`src/rtl/ui_to_tilelink.sv`:
```
`timescale 1ns/1ps
`default_nettype none
// ============================================================================
// Module   : ui_to_tilelink
// Brief    : MIG-style UI slave port bridged onto a 32-bit TileLink-UL master.
//            A read becomes one 16-byte Get. A write becomes four Put beats.
//            Only one transaction is in flight at a time.
// Revision : 1.0  initial release
// ============================================================================
module ui_to_tilelink #(
   parameter int TL_RS     = 4,
   parameter int SOURCE_ID = 0
) (
   input  logic               tilelink_clock_i,
   input  logic               tilelink_reset_i,
   // UI slave port
   input  logic [2:0]         app_cmd,
   input  logic [27:0]        app_addr,
   input  logic               app_en,
   output logic               app_rdy,
   input  logic [127:0]       app_wdf_data,
   input  logic [15:0]        app_wdf_mask,
   input  logic               app_wdf_wren,
   input  logic               app_wdf_end,
   output logic               app_wdf_rdy,
   output logic [127:0]       app_rd_data,
   output logic               app_rd_data_valid,
   output logic               app_rd_data_end,
   // TileLink A channel
   output logic [2:0]         tl_a_opcode,
   output logic [2:0]         tl_a_param,
   output logic [3:0]         tl_a_size,
   output logic [TL_RS-1:0]   tl_a_source,
   output logic [27:0]        tl_a_address,
   output logic [3:0]         tl_a_mask,
   output logic [31:0]        tl_a_data,
   output logic               tl_a_corrupt,
   output logic               tl_a_valid,
   input  logic               tl_a_ready,
   // TileLink D channel
   input  logic [2:0]         tl_d_opcode,
   input  logic [1:0]         tl_d_param,
   input  logic [3:0]         tl_d_size,
   input  logic [TL_RS-1:0]   tl_d_source,
   input  logic               tl_d_denied,
   input  logic [31:0]        tl_d_data,
   input  logic               tl_d_corrupt,
   input  logic               tl_d_valid,
   output logic               tl_d_ready,
   output logic               bridge_error_o
);

   localparam logic [2:0]       c_OP_GET      = 3'd4;
   localparam logic [2:0]       c_OP_PUT_FULL = 3'd0;
   localparam logic [2:0]       c_OP_PUT_PART = 3'd1;
   localparam logic [3:0]       c_SIZE_16B    = 4'd4;
   localparam logic [TL_RS-1:0] c_SRC         = TL_RS'(SOURCE_ID);

   typedef enum logic [2:0] {
      S_IDLE    = 3'd0,
      S_RD_REQ  = 3'd1,
      S_RD_RESP = 3'd2,
      S_WR_WAIT = 3'd3,
      S_WR_BEAT = 3'd4,
      S_WR_RESP = 3'd5
   } state_t;

   state_t         r_state, w_state_nxt;
   logic [1:0]     r_beat, w_beat_nxt, w_beat_inc;
   logic           r_err, w_err_nxt;
   logic [95:0]    r_rd_buf, w_rd_buf_nxt;

   // single-entry write-data buffer
   logic           r_buf_full;
   logic [127:0]   r_wdf_data;
   logic [15:0]    r_wdf_mask;
   logic           w_buf_fill, w_buf_free;
   logic [127:0]   w_wdf_data;
   logic [15:0]    w_wdf_mask;

   // next values of the registered outputs
   logic           w_a_valid_n;
   logic [2:0]     w_a_opcode_n;
   logic [3:0]     w_a_size_n;
   logic [TL_RS-1:0] w_a_source_n;
   logic [27:0]    w_a_addr_n;
   logic [3:0]     w_a_mask_n;
   logic [31:0]    w_a_data_n;
   logic [127:0]   w_rd_data_n;
   logic           w_rd_vld_n;
   logic           w_err_out_n;

   logic           w_cmd_take;
   logic           w_d_bad;
   logic           w_unused_ok;

   assign app_rdy         = tilelink_reset_i && (r_state == S_IDLE);
   assign app_wdf_rdy     = tilelink_reset_i && !r_buf_full;
   assign tl_d_ready      = (r_state == S_RD_RESP) || (r_state == S_WR_RESP);
   assign app_rd_data_end = app_rd_data_valid;
   assign tl_a_param      = 3'd0;
   assign tl_a_corrupt    = 1'b0;

   assign w_cmd_take = app_en && app_rdy;
   assign w_buf_fill = app_wdf_wren && app_wdf_rdy;
   assign w_d_bad    = tl_d_denied || tl_d_corrupt;
   assign w_beat_inc = r_beat + 2'd1;
   // a write may be accepted in the same cycle its data arrives
   assign w_wdf_data = r_buf_full ? r_wdf_data : app_wdf_data;
   assign w_wdf_mask = r_buf_full ? r_wdf_mask : app_wdf_mask;

   assign w_unused_ok = &{1'b0, app_wdf_end, app_addr[3:0], tl_d_opcode,
                          tl_d_param, tl_d_size, tl_d_source};

   // next-state and next-output decode
   always_comb begin
      w_state_nxt  = r_state;
      w_beat_nxt   = r_beat;
      w_err_nxt    = r_err;
      w_rd_buf_nxt = r_rd_buf;
      w_buf_free   = 1'b0;
      w_a_valid_n  = tl_a_valid;
      w_a_opcode_n = tl_a_opcode;
      w_a_size_n   = tl_a_size;
      w_a_source_n = tl_a_source;
      w_a_addr_n   = tl_a_address;
      w_a_mask_n   = tl_a_mask;
      w_a_data_n   = tl_a_data;
      w_rd_data_n  = app_rd_data;
      w_rd_vld_n   = 1'b0;
      w_err_out_n  = 1'b0;
      case (r_state)
         S_IDLE: begin
            if (w_cmd_take && (app_cmd == 3'd1 || app_cmd == 3'd0)) begin
               w_err_nxt    = 1'b0;
               w_beat_nxt   = 2'd0;
               w_a_addr_n   = {app_addr[27:4], 4'h0};
               w_a_size_n   = c_SIZE_16B;
               w_a_source_n = c_SRC;
               if (app_cmd == 3'd1) begin
                  w_state_nxt  = S_RD_REQ;
                  w_a_valid_n  = 1'b1;
                  w_a_opcode_n = c_OP_GET;
                  w_a_mask_n   = 4'hF;
                  w_a_data_n   = 32'h0;
               end else if (r_buf_full || w_buf_fill) begin
                  w_state_nxt  = S_WR_BEAT;
                  w_a_valid_n  = 1'b1;
                  w_a_opcode_n = (w_wdf_mask == 16'h0) ? c_OP_PUT_FULL : c_OP_PUT_PART;
                  w_a_mask_n   = ~w_wdf_mask[3:0];
                  w_a_data_n   = w_wdf_data[31:0];
               end else begin
                  w_state_nxt  = S_WR_WAIT;
               end
            end
         end
         S_RD_REQ: begin
            if (tl_a_ready) begin
               w_a_valid_n = 1'b0;
               w_state_nxt = S_RD_RESP;
            end
         end
         S_RD_RESP: begin
            if (tl_d_valid) begin
               if (r_beat == 2'd3) begin
                  w_state_nxt = S_IDLE;
                  w_rd_data_n = {tl_d_data, r_rd_buf};
                  w_rd_vld_n  = 1'b1;
                  w_err_out_n = r_err || w_d_bad;
                  w_err_nxt   = 1'b0;
               end else begin
                  case (r_beat)
                     2'd0:    w_rd_buf_nxt[31:0]  = tl_d_data;
                     2'd1:    w_rd_buf_nxt[63:32] = tl_d_data;
                     default: w_rd_buf_nxt[95:64] = tl_d_data;
                  endcase
                  w_beat_nxt = w_beat_inc;
                  w_err_nxt  = r_err || w_d_bad;
               end
            end
         end
         S_WR_WAIT: begin
            if (r_buf_full) begin
               w_state_nxt  = S_WR_BEAT;
               w_a_valid_n  = 1'b1;
               w_a_opcode_n = (r_wdf_mask == 16'h0) ? c_OP_PUT_FULL : c_OP_PUT_PART;
               w_a_mask_n   = ~r_wdf_mask[3:0];
               w_a_data_n   = r_wdf_data[31:0];
            end
         end
         S_WR_BEAT: begin
            if (tl_a_ready) begin
               if (r_beat == 2'd3) begin
                  w_a_valid_n = 1'b0;
                  w_buf_free  = 1'b1;
                  w_beat_nxt  = 2'd0;
                  w_state_nxt = S_WR_RESP;
               end else begin
                  w_beat_nxt = w_beat_inc;
                  w_a_mask_n = ~r_wdf_mask[{w_beat_inc, 2'b00} +: 4];
                  w_a_data_n = r_wdf_data[{w_beat_inc, 5'b00000} +: 32];
               end
            end
         end
         S_WR_RESP: begin
            if (tl_d_valid) begin
               w_state_nxt = S_IDLE;
               w_err_out_n = r_err || w_d_bad;
               w_err_nxt   = 1'b0;
            end
         end
         default: w_state_nxt = S_IDLE;
      endcase
   end

   // FSM state and registered outputs
   always_ff @(posedge tilelink_clock_i or negedge tilelink_reset_i) begin
      if (!tilelink_reset_i) begin
         r_state           <= S_IDLE;
         r_beat            <= 2'd0;
         r_err             <= 1'b0;
         r_rd_buf          <= '0;
         tl_a_valid        <= 1'b0;
         tl_a_opcode       <= '0;
         tl_a_size         <= '0;
         tl_a_source       <= '0;
         tl_a_address      <= '0;
         tl_a_mask         <= '0;
         tl_a_data         <= '0;
         app_rd_data       <= '0;
         app_rd_data_valid <= 1'b0;
         bridge_error_o    <= 1'b0;
      end else begin
         r_state           <= w_state_nxt;
         r_beat            <= w_beat_nxt;
         r_err             <= w_err_nxt;
         r_rd_buf          <= w_rd_buf_nxt;
         tl_a_valid        <= w_a_valid_n;
         tl_a_opcode       <= w_a_opcode_n;
         tl_a_size         <= w_a_size_n;
         tl_a_source       <= w_a_source_n;
         tl_a_address      <= w_a_addr_n;
         tl_a_mask         <= w_a_mask_n;
         tl_a_data         <= w_a_data_n;
         app_rd_data       <= w_rd_data_n;
         app_rd_data_valid <= w_rd_vld_n;
         bridge_error_o    <= w_err_out_n;
      end
   end

   // write-data buffer: filled by the UI, freed once the last Put beat is taken
   always_ff @(posedge tilelink_clock_i or negedge tilelink_reset_i) begin
      if (!tilelink_reset_i) begin
         r_buf_full <= 1'b0;
         r_wdf_data <= '0;
         r_wdf_mask <= '0;
      end else if (w_buf_free) begin
         r_buf_full <= 1'b0;
      end else if (w_buf_fill) begin
         r_buf_full <= 1'b1;
         r_wdf_data <= app_wdf_data;
         r_wdf_mask <= app_wdf_mask;
      end
   end

endmodule
`default_nettype wire

```
`config.mk`:
```
export PLATFORM = sky130hd
export DESIGN_NAME = ui_to_tilelink
export DESIGN_NICKNAME = d
export VERILOG_FILES = /design/src/rtl/ui_to_tilelink.sv
export SDC_FILE = /design/constraint.sdc
export NUM_CORES = 1
export LEC_CHECK = 0
export ABC_AREA = 0
export CAP_MARGIN = 20
export CORE_ASPECT_RATIO = 1.4
export CORE_MARGIN = 1.5
export CORE_UTILIZATION = 25
export DETAILED_ROUTE_END_ITERATION = 8
export PLACE_DENSITY = 0.58
export SETUP_SLACK_MARGIN = 0.4
export SLEW_MARGIN = 10
export SYNTH_ARGS = -nofsm -noshare
export SYNTH_HDL_FRONTEND = slang
export SYNTH_SLANG_ARGS = --single-unit
```
`constraint.sdc`:
```
create_clock -name tilelink_clock_i -period 3.9 [get_ports tilelink_clock_i]
set_input_delay 0.585 -clock tilelink_clock_i [delete_from_list [all_inputs] [get_ports tilelink_clock_i]]
set_output_delay 0.585 -clock tilelink_clock_i [all_outputs]
set_load 0.05 [all_outputs]
```
Word-level counts from Yosys, hierarchy flattened
Cells that the tools add are included.
Word-level totals
  bits in registers: 442
Operators by class
  $add $sub $neg: 1
  equal/unequal tests: 19
  shift-type cells: 2
  muxes and demuxes: 64
  bitwise gates (word level): 6
  reduce and logical (&&, ||, !) cells: 35
Operators by type and width (number)
  two-way mux 32 bit: 7
  indexed part select 128 x 8 -> 32 bit: 1
  one-hot mux 32 bit (3 select lines): 1
  two-way mux 3 bit: 14
  logical NOT 16 bit: 2
  two-way mux 4 bit: 6
  two-way mux 1 bit: 23
  AND reduction 4 bit: 5
  one-hot mux 3 bit (6 select lines): 1
  two-way mux 16 bit: 1
  != test 2 bit (second input constant): 8
  indexed part select 16 x 5 -> 4 bit: 1
  inverter 4 bit: 3
  one-hot mux 4 bit (3 select lines): 1
  two-way mux 2 bit: 5
  nonzero test 3 bit: 3
  AND reduction 8 bit: 1
  AND reduction 7 bit: 1
  equality test 3 x 1 -> 1 bit (second input constant): 2
  equality test 3 x 2 -> 1 bit (second input constant): 2
  equality test 3 bit (second input constant): 2
  logical NOT 3 bit: 2
  one-hot mux 2 bit (3 select lines): 1
  one-hot mux 3 bit (2 select lines): 1
  20 further kinds: 33

Depth between registers and ports, before layout
Gate-level depths: netlist of run 1.
  word-level depth: 8
  mapped depth: 10
  gate-level depth less buffers: 6

Worst setup path before layout of run 1
Ideal clock, no wire load.
  kind: reg2reg
  start point: register r_beat[0]
  end point: register tl_a_data[5]
  setup time: 0.132 ns
  arrival time: 2.652 ns
  slack: 1.116 ns
  stages on the path, launching flop included: 10
  buffers on the path: 4
  clock period less this slack: 2.784 ns
  path through: dfrtp_1 > buf_2 > buf_1 > inv_1 > ha_1 > buf_4 > buf_2 > mux4_2 > a221oi_1 > o21ai_1
On the way
  cells in the longest elaborated chain, start to end: 5
RTL lines
  start, declared: line 69  | logic [1:0] r_beat, w_beat_nxt, w_beat_inc;
  start signal, assigned: line 235  | r_beat <= w_beat_nxt;
  adder 2 x 1 -> 2 bit: line 107  | assign w_beat_inc = r_beat + 2'd1;
  indexed part select 128 x 8 -> 32 bit: line 201  | w_a_data_n = r_wdf_data[{w_beat_inc, 5'b00000} +: 32];
  two-way mux 32 bit: line 193  | if (r_beat == 2'd3) begin
  two-way mux 32 bit: line 192  | if (tl_a_ready) begin
  one-hot mux 32 bit (3 select lines): line 132  | case (r_state)
  end signal, assigned: line 244  | tl_a_data <= w_a_data_n;
  end, declared: line 36  | output logic [31:0] tl_a_data,
Several ways; a longest one is shown, not always the timed one. The select of a mux whose other input is x is not followed.
A chain may end at the register's enable or synchronous reset.

Worst setup path after layout of run 1
  start point: register r_state[2]
  end point: output port tl_d_ready
On the way
  cells in the longest elaborated chain, start to end: 2
RTL lines
  start, declared: line 68  | state_t r_state, w_state_nxt;
  start signal, assigned: line 234  | r_state <= w_state_nxt;
  equality test 3 x 2 -> 1 bit / equality test 3 bit (equally long branches): line 99  | assign tl_d_ready = (r_state == S_RD_RESP) || (r_state == S_WR_RESP);
  logical OR 1 bit (*): line 99
  end, declared: line 49  | output logic tl_d_ready,
Mark *: on every way between the ends. The rest lies on a longest branch, timed or not.

==> results of run 1 <==
-- placed cells by master (no fill, tap or decap), types with 4 or more instances in the layout --
cell type and n:
o2bb2ai_1 5, a221oi_1 32, nand2_1 429, bufinv_16 4, o21ai_1 11, conb_1 16, inv_1 5, clkinv_2 10
dfrtp_1 440, mux2_2 250, nor2b_1 5, nand3_1 7, clkdlybuf4s50_1 405, mux2_1 16, nor2_1 20, o21ai_0 28
clkbuf_16 51, clkbuf_1 9, and3_1 33, nor4_1 6, clkbuf_8 8, mux4_2 36, buf_12 7, a21oi_1 11
nand2b_1 5, buf_4 24
-- registers in the layout, summed over array words and instances, names as in the netlist --
| name | cells |
|---|---|
| tl_a_valid | 1 |
| tl_a_size | 1 |
| tl_a_address | 24 |
| r_wdf_mask | 16 |
| app_rd_data | 128 |
| bridge_error_o | 1 |
| r_err | 1 |
| tl_a_mask | 4 |
| r_wdf_data | 128 |
| r_rd_buf | 96 |
| app_rd_data_end | 1 |
| r_buf_full | 1 |
| r_state | 3 |
| r_beat | 2 |
| tl_a_opcode | 2 |
| tl_a_data | 32 |
-- power groups by stage --
stage                     Clock (mW)  Combinational, mW  Sequential, mW
after floorplan                    0               3.12            7.60
after global placement             0               5.85            6.75
after detailed placement           0               5.95            6.84
after CTS                       4.95               5.97            6.76
after global routing            5.13               6.30            6.93
final                           4.75               5.84            6.76
-- layer usage --
metal / global-route usage / wire [µm] / vias up
met5: 0 / 36 / -
met3: 0.0419 / 3840 / 92
met2: 0.249 / 27000 / 395
met4: 0.0407 / 1310 / 6
met1: 0.165 / 21100 / 6431
li1: - / - / 5888
-- layout make-up --
cell class	instances	area share
antenna	2	0.000198
clock buffer	68	0.0563
clock inverter	21	0.00913
inverter	6	0.000992
multi-input combinational	955	0.274
sequential	441	0.437
tap	952	0.0472
timing repair buffer	438	0.174
-- through the flow --
step / hold slack (ns) / cells / util
floorplan: 0.289 / 1510 / -
global placement: 0.444 / 2791 / 0.323
detailed placement: 0.446 / 2791 / 0.323
CTS: 0.452 / 2881 / 0.345
global route: 0.475 / 2882 / 0.345
finish: 0.452 / 2883 / 0.345
-- path summary, 6_finish.rpt --
check | startpoint | endpoint | slack, ns | cells after the start
worst max-delay path | r_state[2] | tl_d_ready | 0.66 | 3
worst min-delay path | r_rd_buf[92] | app_rd_data[92] | 0.45 | 2
worst max register to register | r_state[0] | r_wdf_data[90] | 1.15 | 6
worst min register to register | r_rd_buf[92] | app_rd_data[92] | 0.45 | 2
max in group asynchronous | tilelink_reset_i | r_rd_buf[92] | 1.34 | 4
min in group asynchronous | tilelink_reset_i | r_rd_buf[0] | 0.49 | 2
-- critical path, stage by stage (launching register included) --
cell             delay (ns)
dfrtp_1                0.59
or2b_4                 0.39
o21ai_0                0.19
clkdlybuf4s50_1        0.88
-- logic make-up after synthesis --
family | Yosys count | synth area share
AOI/OAI and AO/OA | 101 | 0.0371
adders and majority gates | 4 | 0.00271
buffers and inverters | 114 | 0.0362
DFF | 441 | 0.597
muxes | 305 | 0.207
other | 1 | 0.000203
and+or+nand+nor | 529 | 0.120
-- timing repair --
item | CTS | global route
endpoints found under the hold margin | 45 | 0
hold buffers | 1 | 0
setup buffers | 0 | 0
==> summary.md, run 1 <==
| Metric | Value |
|---|---|
| Detailed Place HPWL | 36,000 µm |
| Main area contributors after synthesis | dfrtp_1, mux2_2, nand2_1, mux4_2, a221oi_1 |
| Placed Instance Area | 23,600 µm² |
| Run status | completed |
| Synthesized cell area | 18,500 µm² |
| Worst Path Arrival | 2.65 ns |
| Clock Sink Count | 441 |
| Pwr per Cell Area | 688 nW/µm² |
| Library cell with the largest summed area after synthesis | dfrtp_1 |
| Global placement routability congestion | 0.781 |
| Starting utilization of the core area | 0.253 |
| Post-CTS clock slew at the launch and capture registers of the worst setup and hold paths | 0.06 ns |
| Power share of the combinational group | 0.337 |
| Worst Setup Path Type | reg2out |
| Count of instances resized after the clock tree is built | 0 |
| Worst setup slack before clock tree synthesis | 0.828 ns |
| Max Clk Rate | 309 MHz |
| Overall via count from detail_route | 12,812 |
| H-tree levels | 2 |
| Via count of the first global-routing pass | 13,798 |
| Boundary pin count | 443 |
| Standard-cell row count | 117 |
| Final-report hold violation count | 0 |
| YS warnings | 0 |
| Sequential share of power | 0.390 |
| CTS tree | yes |
| Actual slew at the worst max-slew pin | 0.978 ns |
| Floorplan core area | 73,000 µm² |
| Final worst-path setup slack | 0.664 ns |
| Die W | 233 µm |
| Average instance area after synthesis | 12.4 µm² |
| Number of antenna violations at the first check in global routing | 5 |
| Most used flip-flop cell after synthesis | dfrtp_1 |
| Final Power | 17.4 mW |
| Minimum period implied by the final worst setup slack | 3.24 ns |
| Ratio of cells with drive above 1 in the final layout | 0.216 |
| Maximum number of pins on one net before global-route repair | 168 |
| Unrepaired setup endpoints after global routing | no |
| Reg area | 11,000 µm² |
| Latest clock arrival within the worst-skew pair | 0.60 ns |
| Total global-route track usage | 0.141 |
| Final-layout fill cell count | 7,216 |
| Clock share of power | 0.274 |
| Antenna Nets Post-Route | 0 |
| Final non-filler cell area | 25,200 µm² |
| Share of total power consumed by net switching | 0.341 |
| Number of max-capacitance violations reported | 0 |
| Net switching power figure | 5.91 mW |
| Routed wire length | 53,200 µm |
| Count of unresolved DRC violations after routing | 0 |
| Drt initial violations | 678 |
| Summed negative setup slack over all endpoints | 0 ns |
| Number of buffers inserted during clock tree synthesis | 49 |
| Leakage power summed over all cells | 11.7 nW |
| Fraction of post-synthesis cell area in the top cell type by area | 0.597 |
| Die Ht | 325 µm |
| Layout Nets | 2,124 |
| Layout Skew | 0.0137 ns |
| Ranking of synthesized cells by instance count | dfrtp_1, nand2_1, mux2_2 |
| Vias/cell | 4.44 |
| Global-route wire length before repair | 82,500 µm |
| Number of different library cells in the post-synthesis netlist | 52 |
| Highest fanout seen on the critical path | 19 |
| Port Buffer Count | 408 |
| Share of the cycle needed by the critical path after routing | 0.830 |
| Number of enable-type register cells in the synthesized netlist | 0 |
| Maximum buffer depth of the clock tree | 3 |
| Worst slew margin | 0.348 |
| Routed length per placed instance | 18.5 µm |
| Clk root buf | clkbuf_16 |
| Count leader, synth | dfrtp_1 |
| Die ar. | 75,700 µm² |
| Sort of element at the end of the critical path | output port |
| Sequential fraction of the synthesis area | 0.597 |
| Peak supply drop | 0.453 mV |
| First-pass iteration count of the detailed router | 4 |
| #FFs+latches synth | 441 |
| Final slew viol count | 0 |
| Share of flip-flops with an asynchronous set or reset after synthesis | 1.00 |
| Cells after synthesis | 1,495 |
| Critical Path Source Type | flip-flop |
| Final-report setup violation count | 0 |
| Total grt overflow | 0 |
| Area used by multi-input combinational logic | 6920 µm² |
| Required time of the worst setup path | 3.31 ns |
| Synth-to-layout area growth | 36.4% |
| Internal power | 11.4 mW |
| Type of the tightest min-delay check | reg2reg |
Power figures use the tool's default switching activity.
==> run 2: changes to the inputs <==
==> constraint.sdc (replaced) <==
create_clock -name tilelink_clock_i -period 3.2 [get_ports tilelink_clock_i]
set_input_delay 0.48 -clock tilelink_clock_i [delete_from_list [all_inputs] [get_ports tilelink_clock_i]]
set_output_delay 0.48 -clock tilelink_clock_i [all_outputs]
set_load 0.05 [all_outputs]
==> run 2 against run 1 <==
Effect of this change:
- clock power up 20%
- critical endpoint unchanged
- clock skew down 0.0052 ns
- count of clock-buffer cells in the layout down 7
- critical path type unchanged
==> summary.md, run 2 (synthesis gave the netlist of run 1 again) <==
| Metric | Value |
|---|---|
| Post-CTS clock slew at the launch and capture registers of the worst setup and hold paths | 0.06 ns |
| Leakage power summed over all cells | 11.6 nW |
| Largest delay contributor family on the critical path | flip-flops |
| Final-report hold violation count | 0 |
| Peak supply drop | 0.424 mV |
| Routed length per placed instance | 18.6 µm |
| Number of antenna violations at the first check in global routing | 6 |
| RR Startpoint | r_state[0] |
| CP bufs+invs | 1 |
| Worst flop-to-flop path endpoint | r_rd_buf[40] |
| Crit-path slowest cell | dfrtp_1 |
| Standard-cell row count | 117 |
| Drt initial violations | 610 |
| Overall via count from detail_route | 12,857 |
| Share of the cycle needed by the critical path after routing | 0.830 |
| Global placement routability congestion | 0.805 |
| Run status | completed |
| Maximum buffer depth of the clock tree | 3 |
| Antenna Nets Post-Route | 0 |
| Clk root buf | clkbuf_16 |
| Vias/cell | 4.47 |
| Starting utilization of the core area | 0.253 |
| Post-Layout Cell Count | 2,874 |
| Summed negative setup slack over all endpoints | 0 ns |
| First-pass iteration count of the detailed router | 4 |
| Boundary pin count | 443 |
| Worst Setup Path Type | reg2out |
| Cell count of the worst reg-to-reg path | 6 |
| Detailed Place HPWL | 36,100 µm |
| Leading cell type in the layout, fill and taps excluded | dfrtp_1 |
| Total global-route track usage | 0.141 |
| Number of buffers inserted during clock tree synthesis | 46 |
| Ratio of cells with drive above 1 in the final layout | 0.214 |
| Die ar. | 75,700 µm² |
| Highest fanout seen on the critical path | 19 |
| H-tree levels | 2 |
| Latest clock arrival within the worst-skew pair | 0.57 ns |
| Final hold slack | 0.350 ns |
| Count of unresolved DRC violations after routing | 0 |
| Sort of element at the end of the critical path | output port |
| Final-report setup violation count | 0 |
| Worst slew margin | 0.314 |
| Minimum period implied by the final worst setup slack | 2.66 ns |
| Max Clk Rate | 376 MHz |
| Top flop regs | app_rd_data (128), r_wdf_data (128), r_rd_buf (96) |
| Required time of the worst setup path | 2.72 ns |
| Worst Path Arrival | 2.18 ns |
| Final slew viol count | 0 |
| Total grt overflow | 0 |
| Routed wire length | 53,400 µm |
| Util after Layout | 0.345 |
| Die Ht | 325 µm |
| Maximum number of pins on one net before global-route repair | 145 |
| Pwr per Cell Area | 841 nW/µm² |
| Layout Skew | 0.00853 ns |
| Synth-to-layout area growth | 36.4% |
| Via count of the first global-routing pass | 13,692 |
| Unrepaired setup endpoints after global routing | no |
| Number of max-capacitance violations reported | 0 |
| Floorplan core area | 73,000 µm² |
| Clock Sink Count | 441 |
| Global-route wire length before repair | 82,200 µm |
| CTS tree | yes |
| Actual slew at the worst max-slew pin | 1.03 ns |
| Cell Count Post-Placement | 2,787 |
| Commonest non-fill, non-tap cells in the layout | dfrtp_1, nand2_1, clkdlybuf4s50_1, mux2_2, clkbuf_16 |
| Die W | 233 µm |
| Maximum cell stage delay along the critical path | 0.60 ns |
| Reg2reg setup slack | 0.76 ns |
| Layout Nets | 2,117 |
| Type of the tightest min-delay check | in2async |
| Critical Path Source Type | flip-flop |
| Ordered cell list for the critical path | or2b_4 -> o21ai_0 -> clkdlybuf4s15_2 |
| Port Buffer Count | 408 |
-- run 2: cell count changes in the layout (fill, tap and decap cells not counted), moves of 2 or more --
cell       previous run  this run
bufinv_16             4         6
buf_12                7        14
clkbuf_1              9         7
clkbuf_16            51        47
clkinv_2             10         6
clkinv_4              0         4
buf_4                24        13
-- run 2: repair_timing --
action                     CTS  global route
setup endpoints to repair    1             1
hold endpoints to repair     9             0
hold buffers                 1             0
resized for setup            4             1
setup buffers                0             0
-- run 2: power by group --
part	internal [mW]	leakage, nW	total [mW]	switching [mW]
registers	7.23	5.80	8.28	1.05
logic	3.39	5.06	7.24	3.86
clock network	3.35	0.772	5.70	2.35
total	14.0	11.6	21.2	7.25
-- run 2: worst max-delay path by stage --
stage / startpoint / end / slack, ns / cells past startpoint
global placement: app_cmd[0] / tl_a_mask[2] / 0.46 / 7
detailed placement: app_cmd[0] / tl_a_mask[2] / 0.40 / 7
global route: r_state[2] / tl_d_ready / 0.44 / 3
finish: r_state[2] / tl_d_ready / 0.54 / 3
floorplan: r_beat[0] / tl_a_data[5] / 0.42 / 9
CTS: r_state[0] / app_rdy / 0.48 / 3
-- run 2: cell type report --
type                            instances  area (µm²)
Clock inverter                         22         293
Antenna cell                            3        7.51
Sequential cell                       441       11000
Tap cell                              952        1190
Timing Repair Buffer                  434        4460
Fill cell                            7235       47800
Multi-Input combinational cell        955        6930
Clock buffer                           61        1300
Inverter                                6        25.0
-- run 2: per-stage QoR --
| stage | cell area, µm² | power [mW] | setup WS, ns |
|---|---|---|---|
| floorplan | 18600 | 13.1 | 0.416 |
| global placement | 23600 | 15.5 | 0.458 |
| detailed placement | 23600 | 15.7 | 0.403 |
| CTS | 25200 | 21.6 | 0.479 |
| global route | 25200 | 22.4 | 0.438 |
| finish | 25200 | 21.2 | 0.544 |
-- run 2: metal layers --
layer,up-vias,wire length (µm),global-route usage
met1,6440,20800,0.162
li1,5891,-,-
met2,421,26800,0.244
met4,6,1690,0.0526
met3,99,4090,0.0444
met5,-,38,0.00260
==> run 3: changes to the inputs <==
==> constraint.sdc (replaced) <==
create_clock -name tilelink_clock_i -period 2.7 [get_ports tilelink_clock_i]
set_input_delay 0.405 -clock tilelink_clock_i [delete_from_list [all_inputs] [get_ports tilelink_clock_i]]
set_output_delay 0.405 -clock tilelink_clock_i [all_outputs]
set_load 0.05 [all_outputs]
==> run 3 against run 2 <==
Effect of this change:
- critical endpoint is now tl_a_mask[0]
- sequential cell count did not move
- highest routed layer unchanged
- count of clock-buffer cells in the layout is 6 higher
- non-clock buffer count increased by 25
- via count increased by 0.84%
- clock power up 20%
- routed wire length is 0.80% lower
- utilization grew 0.38 points
- clock skew increased by 0.0082 ns
- sequential share of layout area shrank 0.46 points
==> summary.md, run 3 (synthesis gave the netlist of run 1 again) <==
| Metric | Value |
|---|---|
| Standard-cell row count | 117 |
| Total grt overflow | 0 |
| Commonest non-fill, non-tap cells in the layout | dfrtp_1, nand2_1, clkdlybuf4s50_1, mux2_2, clkbuf_16 |
| Minimum period implied by the final worst setup slack | 2.22 ns |
| Area used by multi-input combinational logic | 6940 µm² |
| Final-report hold violation count | 0 |
| Met2 routed WL | 26,900 µm |
| Peak supply drop | 0.616 mV |
| Sequential share of power | 0.383 |
| Routed wire length | 52,900 µm |
| Highest fanout seen on the critical path | 2 |
| Die ar. | 75,700 µm² |
| Summed negative setup slack over all endpoints | 0 ns |
| Final Power | 25.5 mW |
| Final-layout fill cell count | 7,157 |
| Count of unresolved DRC violations after routing | 0 |
| Leading cell type in the layout, fill and taps excluded | dfrtp_1 |
| Overall via count from detail_route | 12,965 |
| Post-CTS clock slew at the launch and capture registers of the worst setup and hold paths | 0.07 ns |
| Global-route wire length before repair | 81,900 µm |
| Ratio of cells with drive above 1 in the final layout | 0.227 |
| Die Ht | 325 µm |
| Starting utilization of the core area | 0.253 |
| Leakage power summed over all cells | 11.8 nW |
| Drt initial violations | 536 |
| Share of total power consumed by net switching | 0.339 |
| Boundary pin count | 443 |
| Clock share of power | 0.268 |
| Final worst-path setup slack | 0.483 ns |
| H-tree levels | 2 |
| CP bufs+invs | 1 |
| Via count of the first global-routing pass | 13,879 |
| Largest delay contributor family on the critical path | buffers and inverters |
| Required time of the worst setup path | 2.30 ns |
| Number of buffers inserted during clock tree synthesis | 47 |
| Latest clock arrival within the worst-skew pair | 0.59 ns |
| Cell Count Post-Placement | 2,799 |
| Power share of the combinational group | 0.350 |
| Number of diodes | 0 |
| Clock Sink Count | 441 |
| Util after Layout | 0.349 |
| Final slew viol count | 0 |
| Internal power | 16.8 mW |
| Ordered cell list for the critical path | clkdlybuf4s50_1 |
| Maximum cell stage delay along the critical path | 0.85 ns |
| CTS tree | yes |
| Sort of element at the end of the critical path | output port |
| Net switching power figure | 8.64 mW |
| Antenna Nets Post-Route | 0 |
| Run status | completed |
| Detailed route wirelength on metal3 | 3750 µm |
| Clk root buf | clkbuf_16 |
| Reg area | 11,000 µm² |
| Total global-route track usage | 0.140 |
| Post-Layout Cell Count | 2,897 |
| Pwr per Cell Area | 998 nW/µm² |
| Layout Nets | 2,143 |
| Synth-to-layout area growth | 37.9% |
| Highest metal layer with signal wires | met5 |
| Die W | 233 µm |
| Share of the cycle needed by the critical path after routing | 0.821 |
| Number of max-capacitance violations reported | 0 |
| Final non-filler cell area | 25,500 µm² |
| Layout Skew | 0.0167 ns |
| Vias/cell | 4.48 |
| Top flop regs | app_rd_data (128), r_wdf_data (128), r_rd_buf (96) |
| Worst slew margin | 0.394 |
| Crit-path slowest cell | clkdlybuf4s50_1 |
| Maximum number of pins on one net before global-route repair | 166 |
| Floorplan core area | 73,000 µm² |
| Final-report setup violation count | 0 |
| Max Clk Rate | 451 MHz |
| Worst setup slack before clock tree synthesis | 0.251 ns |
| Length of routed wiring on met1 | 20,600 µm |
| First-pass iteration count of the detailed router | 4 |
| Type of the tightest min-delay check | in2async |
| Number of antenna violations at the first check in global routing | 7 |
| Detailed Place HPWL | 36,300 µm |
| Final hold slack | 0.304 ns |
| Worst Setup Path Type | reg2out |
| Routed length per placed instance | 18.3 µm |
| Placed Instance Area | 23,700 µm² |
| Maximum buffer depth of the clock tree | 3 |
| Global placement routability congestion | 0.783 |
| Port Buffer Count | 408 |
| Critical Path Source Type | flip-flop |
| Actual slew at the worst max-slew pin | 0.910 ns |
| Unrepaired setup endpoints after global routing | no |
| Worst Path Arrival | 1.81 ns |
## run 3: changes by cell type in the layout (fill, tap and decap cells not counted), sizes merged, moves of 3 or more
cell | before | now
clkbuf | 61 | 69
clkinvlp | 4 | 1
diode | 3 | 0
buf | 28 | 51
dlygate4sd2 | 0 | 6
clkdlybuf4s50 | 404 | 397
## run 3: power by group through the flow
| stage | combinational (mW) | clock (mW) | sequential, mW |
|---|---|---|---|
| 6_report | 8.91 | 6.82 | 9.75 |
| 5_1_grt | 9.58 | 7.32 | 9.98 |
| 4_1_cts | 8.92 | 7.07 | 9.74 |
| 3_5_place_dp | 8.87 | 0 | 9.85 |
| 3_3_place_gp | 8.64 | 0 | 9.71 |
| 2_1_floorplan | 4.65 | 0 | 11.0 |
## run 3: final cells by class
cell class | instances | share of cell area
clock buffers | 67 | 0.0546
clock inverters | 17 | 0.00907
inverters | 6 | 0.000981
multi-input cells | 955 | 0.272
flip-flops and latches | 441 | 0.433
well taps | 952 | 0.0467
repair buffers | 459 | 0.184
## run 3: worst paths after layout
check                          depth (start not counted)               to         startpoint  slack, ns
max reg2reg                                            6     r_rd_buf[40]         r_state[0]       0.58
max in group asynchronous                              4    r_wdf_data[1]   tilelink_reset_i       0.92
min reg2reg                                            2  app_rd_data[41]       r_rd_buf[41]       0.46
max                                                    1     tl_a_mask[0]       tl_a_mask[0]       0.48
min in group tilelink_clock_i                          2  r_wdf_data[100]  app_wdf_data[100]       0.41
min                                                    2       r_buf_full   tilelink_reset_i       0.30
## run 3: routing by layer
layer,track usage,up-vias
met4,0.0496,14
li1,-,5931
met5,0,-
met1,0.158,6520
met3,0.0432,101
met2,0.246,399
## run 3: what timing repair did
action	in CTS	in global routing
endpoints found under the setup margin	13	185
pin swaps	1	1
setup buffers	3	7
hold endpoints to repair	30	0
cloned	0	1
resized for setup	11	6
hold buffers	2	0
